<file path="src/rtl/fetch_stage.sv">
`default_nettype none
// ============================================================================
// Module      : fetch_stage
// Description : Instruction fetch stage. Holds the PC, issues single-outstanding
//               reads to instruction memory and hands the fetched word, its PC
//               and its opcode field to decode over a valid/ready handshake.
//               Branch/jump redirects reload the PC and squash stale responses.
// Revision    : 1.0 - initial release
// ============================================================================
module fetch_stage #(
    parameter int unsigned     XLEN     = 32,
    parameter logic [XLEN-1:0] RESET_PC = '0
) (
    input  logic            clk,
    input  logic            rst,

    // Instruction memory request/response
    output logic            imem_req,
    output logic [XLEN-1:0] imem_addr,
    input  logic            imem_gnt,
    input  logic            imem_rvalid,
    input  logic [XLEN-1:0] imem_rdata,

    // Redirect from downstream (branch/jump taken)
    input  logic            redirect_valid,
    input  logic [XLEN-1:0] redirect_pc,

    // Decode-side handshake
    output logic            out_valid,
    input  logic            out_ready,
    output logic [XLEN-1:0] out_instr,
    output logic [6:0]      out_opcode,
    output logic [XLEN-1:0] out_pc,
    output logic [XLEN-1:0] out_pc_plus4
);

    // ------------------------------------------------------------------------
    // Types and constants
    // ------------------------------------------------------------------------
    typedef enum logic [1:0] {
        S_FETCH = 2'd0,   // present a request at the current PC
        S_WAIT  = 2'd1,   // request granted, waiting for read data
        S_HOLD  = 2'd2    // instruction presented, waiting for decode
    } state_t;

    localparam logic [XLEN-1:0] C_PC_STEP    = XLEN'(4);
    // Instructions are word aligned; a redirect target has its low bits cleared.
    localparam logic [XLEN-1:0] C_ALIGN_MASK = ~XLEN'(3);

    // ------------------------------------------------------------------------
    // State
    // ------------------------------------------------------------------------
    state_t          state_q,        state_d;
    logic [XLEN-1:0] pc_q,           pc_d;
    logic            drop_q,         drop_d;
    logic            out_valid_q,    out_valid_d;
    logic [XLEN-1:0] out_instr_q,    out_instr_d;
    logic [XLEN-1:0] out_pc_q,       out_pc_d;
    logic [XLEN-1:0] out_pc_plus4_q, out_pc_plus4_d;

    logic [XLEN-1:0] w_pc_plus4;
    logic [XLEN-1:0] w_redirect_pc;

    // Sequential PC increment wraps naturally at 2^XLEN.
    assign w_pc_plus4    = pc_q + C_PC_STEP;
    assign w_redirect_pc = redirect_pc & C_ALIGN_MASK;

    // ------------------------------------------------------------------------
    // Output drive: request only from FETCH, never while a redirect lands or
    // while reset is asserted; decode outputs come straight from registers.
    // ------------------------------------------------------------------------
    always_comb begin
        imem_req     = (!rst) && (state_q == S_FETCH) && (!redirect_valid);
        imem_addr    = pc_q;
        out_valid    = out_valid_q;
        out_instr    = out_instr_q;
        out_opcode   = out_instr_q[6:0];
        out_pc       = out_pc_q;
        out_pc_plus4 = out_pc_plus4_q;
    end

    // ------------------------------------------------------------------------
    // Next-state logic: redirect has priority over every other event.
    // ------------------------------------------------------------------------
    always_comb begin
        state_d        = state_q;
        pc_d           = pc_q;
        drop_d         = drop_q;
        out_valid_d    = out_valid_q;
        out_instr_d    = out_instr_q;
        out_pc_d       = out_pc_q;
        out_pc_plus4_d = out_pc_plus4_q;

        if (redirect_valid) begin
            pc_d = w_redirect_pc;
            unique case (state_q)
                S_FETCH: begin
                    // Request suppressed this cycle; next cycle asks for the new PC.
                    state_d = S_FETCH;
                end
                S_WAIT: begin
                    if (imem_rvalid) begin
                        // Stale response arrives together with the redirect: discard it.
                        drop_d  = 1'b0;
                        state_d = S_FETCH;
                    end else begin
                        // Response still in flight: remember to discard it.
                        drop_d  = 1'b1;
                        state_d = S_WAIT;
                    end
                end
                S_HOLD: begin
                    // Flush the held instruction even if decode is accepting it.
                    out_valid_d = 1'b0;
                    state_d     = S_FETCH;
                end
                default: begin
                    state_d = S_FETCH;
                end
            endcase
        end else begin
            unique case (state_q)
                S_FETCH: begin
                    if (imem_req && imem_gnt) begin
                        state_d = S_WAIT;
                    end
                end
                S_WAIT: begin
                    if (imem_rvalid) begin
                        if (drop_q) begin
                            drop_d  = 1'b0;
                            state_d = S_FETCH;
                        end else begin
                            out_instr_d    = imem_rdata;
                            out_pc_d       = pc_q;
                            out_pc_plus4_d = w_pc_plus4;
                            out_valid_d    = 1'b1;
                            pc_d           = w_pc_plus4;
                            state_d        = S_HOLD;
                        end
                    end
                end
                S_HOLD: begin
                    if (out_ready) begin
                        out_valid_d = 1'b0;
                        state_d     = S_FETCH;
                    end
                end
                default: begin
                    state_d = S_FETCH;
                end
            endcase
        end
    end

    // ------------------------------------------------------------------------
    // State registers with synchronous reset; reset abandons any request.
    // ------------------------------------------------------------------------
    always_ff @(posedge clk) begin
        if (rst) begin
            state_q        <= S_FETCH;
            pc_q           <= RESET_PC;
            drop_q         <= 1'b0;
            out_valid_q    <= 1'b0;
            out_instr_q    <= '0;
            out_pc_q       <= '0;
            out_pc_plus4_q <= '0;
        end else begin
            state_q        <= state_d;
            pc_q           <= pc_d;
            drop_q         <= drop_d;
            out_valid_q    <= out_valid_d;
            out_instr_q    <= out_instr_d;
            out_pc_q       <= out_pc_d;
            out_pc_plus4_q <= out_pc_plus4_d;
        end
    end

endmodule
`default_nettype wire

</file>
<file path="config.mk">
export PLATFORM = sky130hd
export DESIGN_NAME = fetch_stage
export DESIGN_NICKNAME = d
export VERILOG_FILES = /design/src/rtl/fetch_stage.sv
export SDC_FILE = /design/constraint.sdc
export NUM_CORES = 1
export LEC_CHECK = 0
export BUFFER_PORTS_ARGS = -buffer_cell sky130_fd_sc_hd__buf_4
export CORE_MARGIN = 2
export CORE_UTILIZATION = 25
export DETAILED_ROUTE_END_ITERATION = 6
export HOLD_SLACK_MARGIN = 0.03
export PLACE_DENSITY = 0.43
export SETUP_SLACK_MARGIN = 0.5
export SLEW_MARGIN = 40
export SYNTH_ARGS = -nofsm -noshare
export SYNTH_HDL_FRONTEND = slang
export SYNTH_SLANG_ARGS = --single-unit
</file>
<file path="constraint.sdc">
create_clock -name clk -period 4.9 [get_ports clk]
set_clock_uncertainty 0.1 [all_clocks]
set_input_delay 0.98 -clock clk [delete_from_list [all_inputs] [get_ports clk]]
set_output_delay 0.98 -clock clk [all_outputs]
set_load 0.03 [all_outputs]
</file>
## Word-level counts from Yosys, hierarchy flattened

Index checks and enable logic that the tools add are counted.

- Bits in registers: 132
- Input bits: 70
- Output and inout bits: 137
- Word-level logic and storage cells: 58

- $add $sub $neg: 1
- Equality and inequality tests: 8
- Mux-type cells: 23
- Bitwise operators: 2
- Reduce and logical (&&, ||, !) cells: 16

Operator list:

| operator | number |
|---|---|
| 32-bit two-way mux | 4 |
| 32-bit by 3-bit adder with 32-bit output, second input constant | 1 |
| 1-bit two-way mux | 12 |
| 2-bit two-way mux | 5 |
| 3-bit != test, second input constant | 3 |
| 3-bit AND reduction | 3 |
| 2-bit one-hot mux with 3 select lines | 1 |
| 2-bit nonzero test | 3 |
| 5-bit AND reduction | 1 |
| 4-bit AND reduction | 1 |
| 1-bit logical AND | 3 |
| 3-bit by 2-bit != test with 1-bit output, second input constant | 1 |
| 2-bit by 1-bit == test with 1-bit output, second input constant | 1 |
| 2-bit == test, second input constant | 1 |
| 1-bit logical NOT | 2 |
| 2-bit logical NOT | 1 |
| 2-bit by 1-bit != test with 1-bit output, second input constant | 1 |
| 2-bit != test, second input constant | 1 |
| 1-bit NOT | 2 |
| 1-bit one-hot mux with 2 select lines | 1 |
| 2-bit AND reduction | 1 |
| 2-bit OR reduction | 1 |

## Depth between registers and ports, before layout

- Depth in word-level cells: 7
- Depth in mapped cells: 8
- Depth with buffers taken out: 7

## Worst setup path after synthesis

Ideal clock, no wire load.

- Path kind: input to output
- Start: in rst
- End: out imem_req
- Data arrival time: 2.111 ns
- Required time: 3.820 ns
- Path slack: 1.709 ns
- Cell stages on the path: 3
- Path buffers: 2
- Cell sequence: clkbuf_1 > buf_1 > nor3b_1

- Word-level cells in the longest chain between the ends: 3

RTL lines:

| element | RTL line | source |
|---|---|---|
| start: declaration | 15 | `input logic rst,` |
| 1-bit logical NOT | 73 | `imem_req = (!rst) && (state_q == S_FETCH) && (!redirect_valid);` |
| 1-bit logical AND (2 in a row) | 73 |  |
| end: declaration | 18 | `output logic imem_req,` |

No other way between the ends.

## Worst setup path in the final report

Ends and elaborated chain as after synthesis.

==> out/qor.txt <==
status = finished, final reports clean
power density cells = 356 nW/um2
crit-path cells = buf_4, nor3b_1, buf_4
# setup viols final = 0
number of diodes = 0
Critical Path Max Stage Delay = 0.51 ns
TritonCTS Buffers = 17
worst slack at placement = 1.65 ns
via count = 5,222
most frequent cell after synthesis = nand2_1
Cells after Synth = 697
post-placement cell count = 1,118
Post-synth EDFFs = 0
Max Slew Vio Count = 0
post-route ant nets = 0
CTS Root Cell = clkbuf_16
number of synthesized register bits = 126
share of post-route cells with drive strength above 1 = 0.290
Cell variety after synth = 55
slowest CP cell = buf_4
initial antenna violation count = 0
Max Cap Violations = 0
wire per inst = 16.5 um
Die Area = 23,700 um2
Synth Flop Type = dfxtp_1
Worst Setup Start Kind = input pin
Layout Nets = 932
CTS clk-pin slew, worst paths = 0.05 ns
post-detail-place hpwl = 12,900 um
global-route wire length before repair = 29,300 um
setup TNS = 0 ns
vias in the first global route = 4,948
# rows = 54
CP bufs+invs = 2
min-delay worst type = reg -> reg
crit-path max FO = 58
DR pass1 iterations = 4
leakage = 3.15 nW
Slew headroom = 0.548
GPL Wtd Cong = 0.711
Syn-to-layout area delta = 39.4%
CP top delay family = buffers and inverters
slack of the critical path = 2.02 ns
DIE HEIGHT = 154 um
clk sinks = 126
drt initial violations = 175
WP data required = 3.82 ns
asr flop ratio synth = 0
final core occ = 0.357
Clk Latency, worst-skew pair = 0.42 ns
initial core utilization = 0.256
Die Wd = 154 um
drc violations = 0
Synth Area per Inst = 8.08 um2
Arr. time, crit path = 1.80 ns
Worst Setup SP = rst
CTS Hold Buffers Added = 0
HP Start = out_pc_plus4[19]$_SDFFE_PP0P_
RSZ-0062 raised after global routing = no
crit path kind = in -> out
Yosys top cell by area = dfxtp_1
VDD IR max = 0.230 mV
cell area after synthesis = 5630 um2
crit end category = output pin
Synth area leaders = dfxtp_1 (45%), nand2_1 (11%), a21oi_1 (8.0%), a211oi_1 (3.7%), nor2_1 (3.7%)
cell mode on critical path = buf_4
GRT Util Overall = 0.160
Commonest cells post-synth = nand2_1 (158), dfxtp_1 (126), a21oi_1 (90)
CTS tree = yes
IO Port Bufs = 198
DR vias/cell = 4.54
Placed Area = 7210 um2
Setup Buffers After CTS = 0
worst slew pin tran = 0.677 ns
grt ovf = 0
r2r startpoint = state_q[1]$_SDFFE_PP0P_
Hold Fails Final Rpt = 0
synth warn = 0
CTS Buffer Depth = 2
core area = 22,000 um2
Fmax = 0.348 GHz
io pins = 207
DRT Wirelength = 19,000 um
Yosys top cell area share = 0.448
Gates resized, CTS repair = 0
Final Cell Area = 7850 um2
Tmin final = 2.88 ns
final non-filler cell total = 1,150
CTS H-tree lvls = 4
largest net degree at the start of global routing = 74
final critical-path share of the clock period = 0.587
sequential fraction of the synthesis area = 0.448
==> registers in the layout, summed over array words and instances (netlist names) <==
register	count
state_q	2
out_pc_plus4	30
out_pc	30
out_instr	32
imem_addr	30
out_valid	1
drop_q	1
==> cell families (layout without fill, tap and decap cells) <==
| family | after synthesis | after routing | synth area share |
|---|---|---|---|
| AOI/OAI and AO/OA | 145 | 145 | 0.149 |
| xor gates and xnor gates | 40 | 40 | 0.0622 |
| adders and majority gates | 5 | 5 | 0.0111 |
| buffers and inverters | 73 | 241 | 0.0636 |
| DFF | 126 | 126 | 0.448 |
| muxes | 8 | 8 | 0.0142 |
| other | 1 | 6 | 0.000666 |
| and+or+nand+nor | 299 | 299 | 0.251 |
==> per-stage QoR <==
stage	hold WS, ns	power [mW]
after floorplan	0.387	1.32
after global placement	0.339	1.45
after detailed placement	0.341	1.46
after CTS	0.349	2.84
after global routing	0.370	2.92
final	0.350	2.80
==> where the power goes <==
group	total, mW	internal, mW	switching, mW
combinational	0.319	0.127	0.192
clock	1.37	0.891	0.477
sequential	1.11	1.06	0.0506
total	2.80	2.08	0.719
==> per-layer routing <==
| layer | global-route usage | vias to the layer above | wire, um |
|---|---|---|---|
| met2 | 0.250 | 132 | 8570 |
| met4 | 0.0476 | 0 | 204 |
| met5 | 0 | - | 0 |
| met1 | 0.210 | 2400 | 8970 |
| li1 | - | 2672 | - |
| met3 | 0.0513 | 18 | 1260 |
==> area by class of cell <==
class	instances	area [um2]
Multi-Input combinational cell	503	2790
Tap cell	280	350
Inverter	5	18.8
Clock inverter	10	160
Clock buffer	22	474
Fill cell	2362	14100
Sequential cell	126	2520
Timing Repair Buffer	204	1540
==> worst paths after layout <==
kind                            cells past startpoint  slack [ns]                            end
worst max-delay path                                3        2.02                       imem_req
worst max register to register                      7        2.25   out_pc_plus4[5]$_SDFFE_PP0P_
worst min register to register                      2        0.35  out_pc_plus4[19]$_SDFFE_PP0P_
worst min-delay path                                2        0.35  out_pc_plus4[19]$_SDFFE_PP0P_
==> layout by cell type, fill, tap and decap left out, types with 14 or more instances in the layout <==
cell type,n
clkbuf_16,17
and3_1,15
nand2_1,157
dfxtp_1,126
nand4_1,14
nor2_1,56
xor2_1,19
a21oi_1,90
a211oi_1,28
xnor2_1,21
buf_4,203
==> worst register-to-register path, stage by stage (launching register included) <==
cell and delay (ns):
dfxtp_1 0.32, inv_1 0.10, ha_1 0.27, nor3b_2 0.44
and2_4 0.59, buf_4 0.47, nor2_1 0.08, a211oi_1 0.20
(Power assumes the default switching activity.)
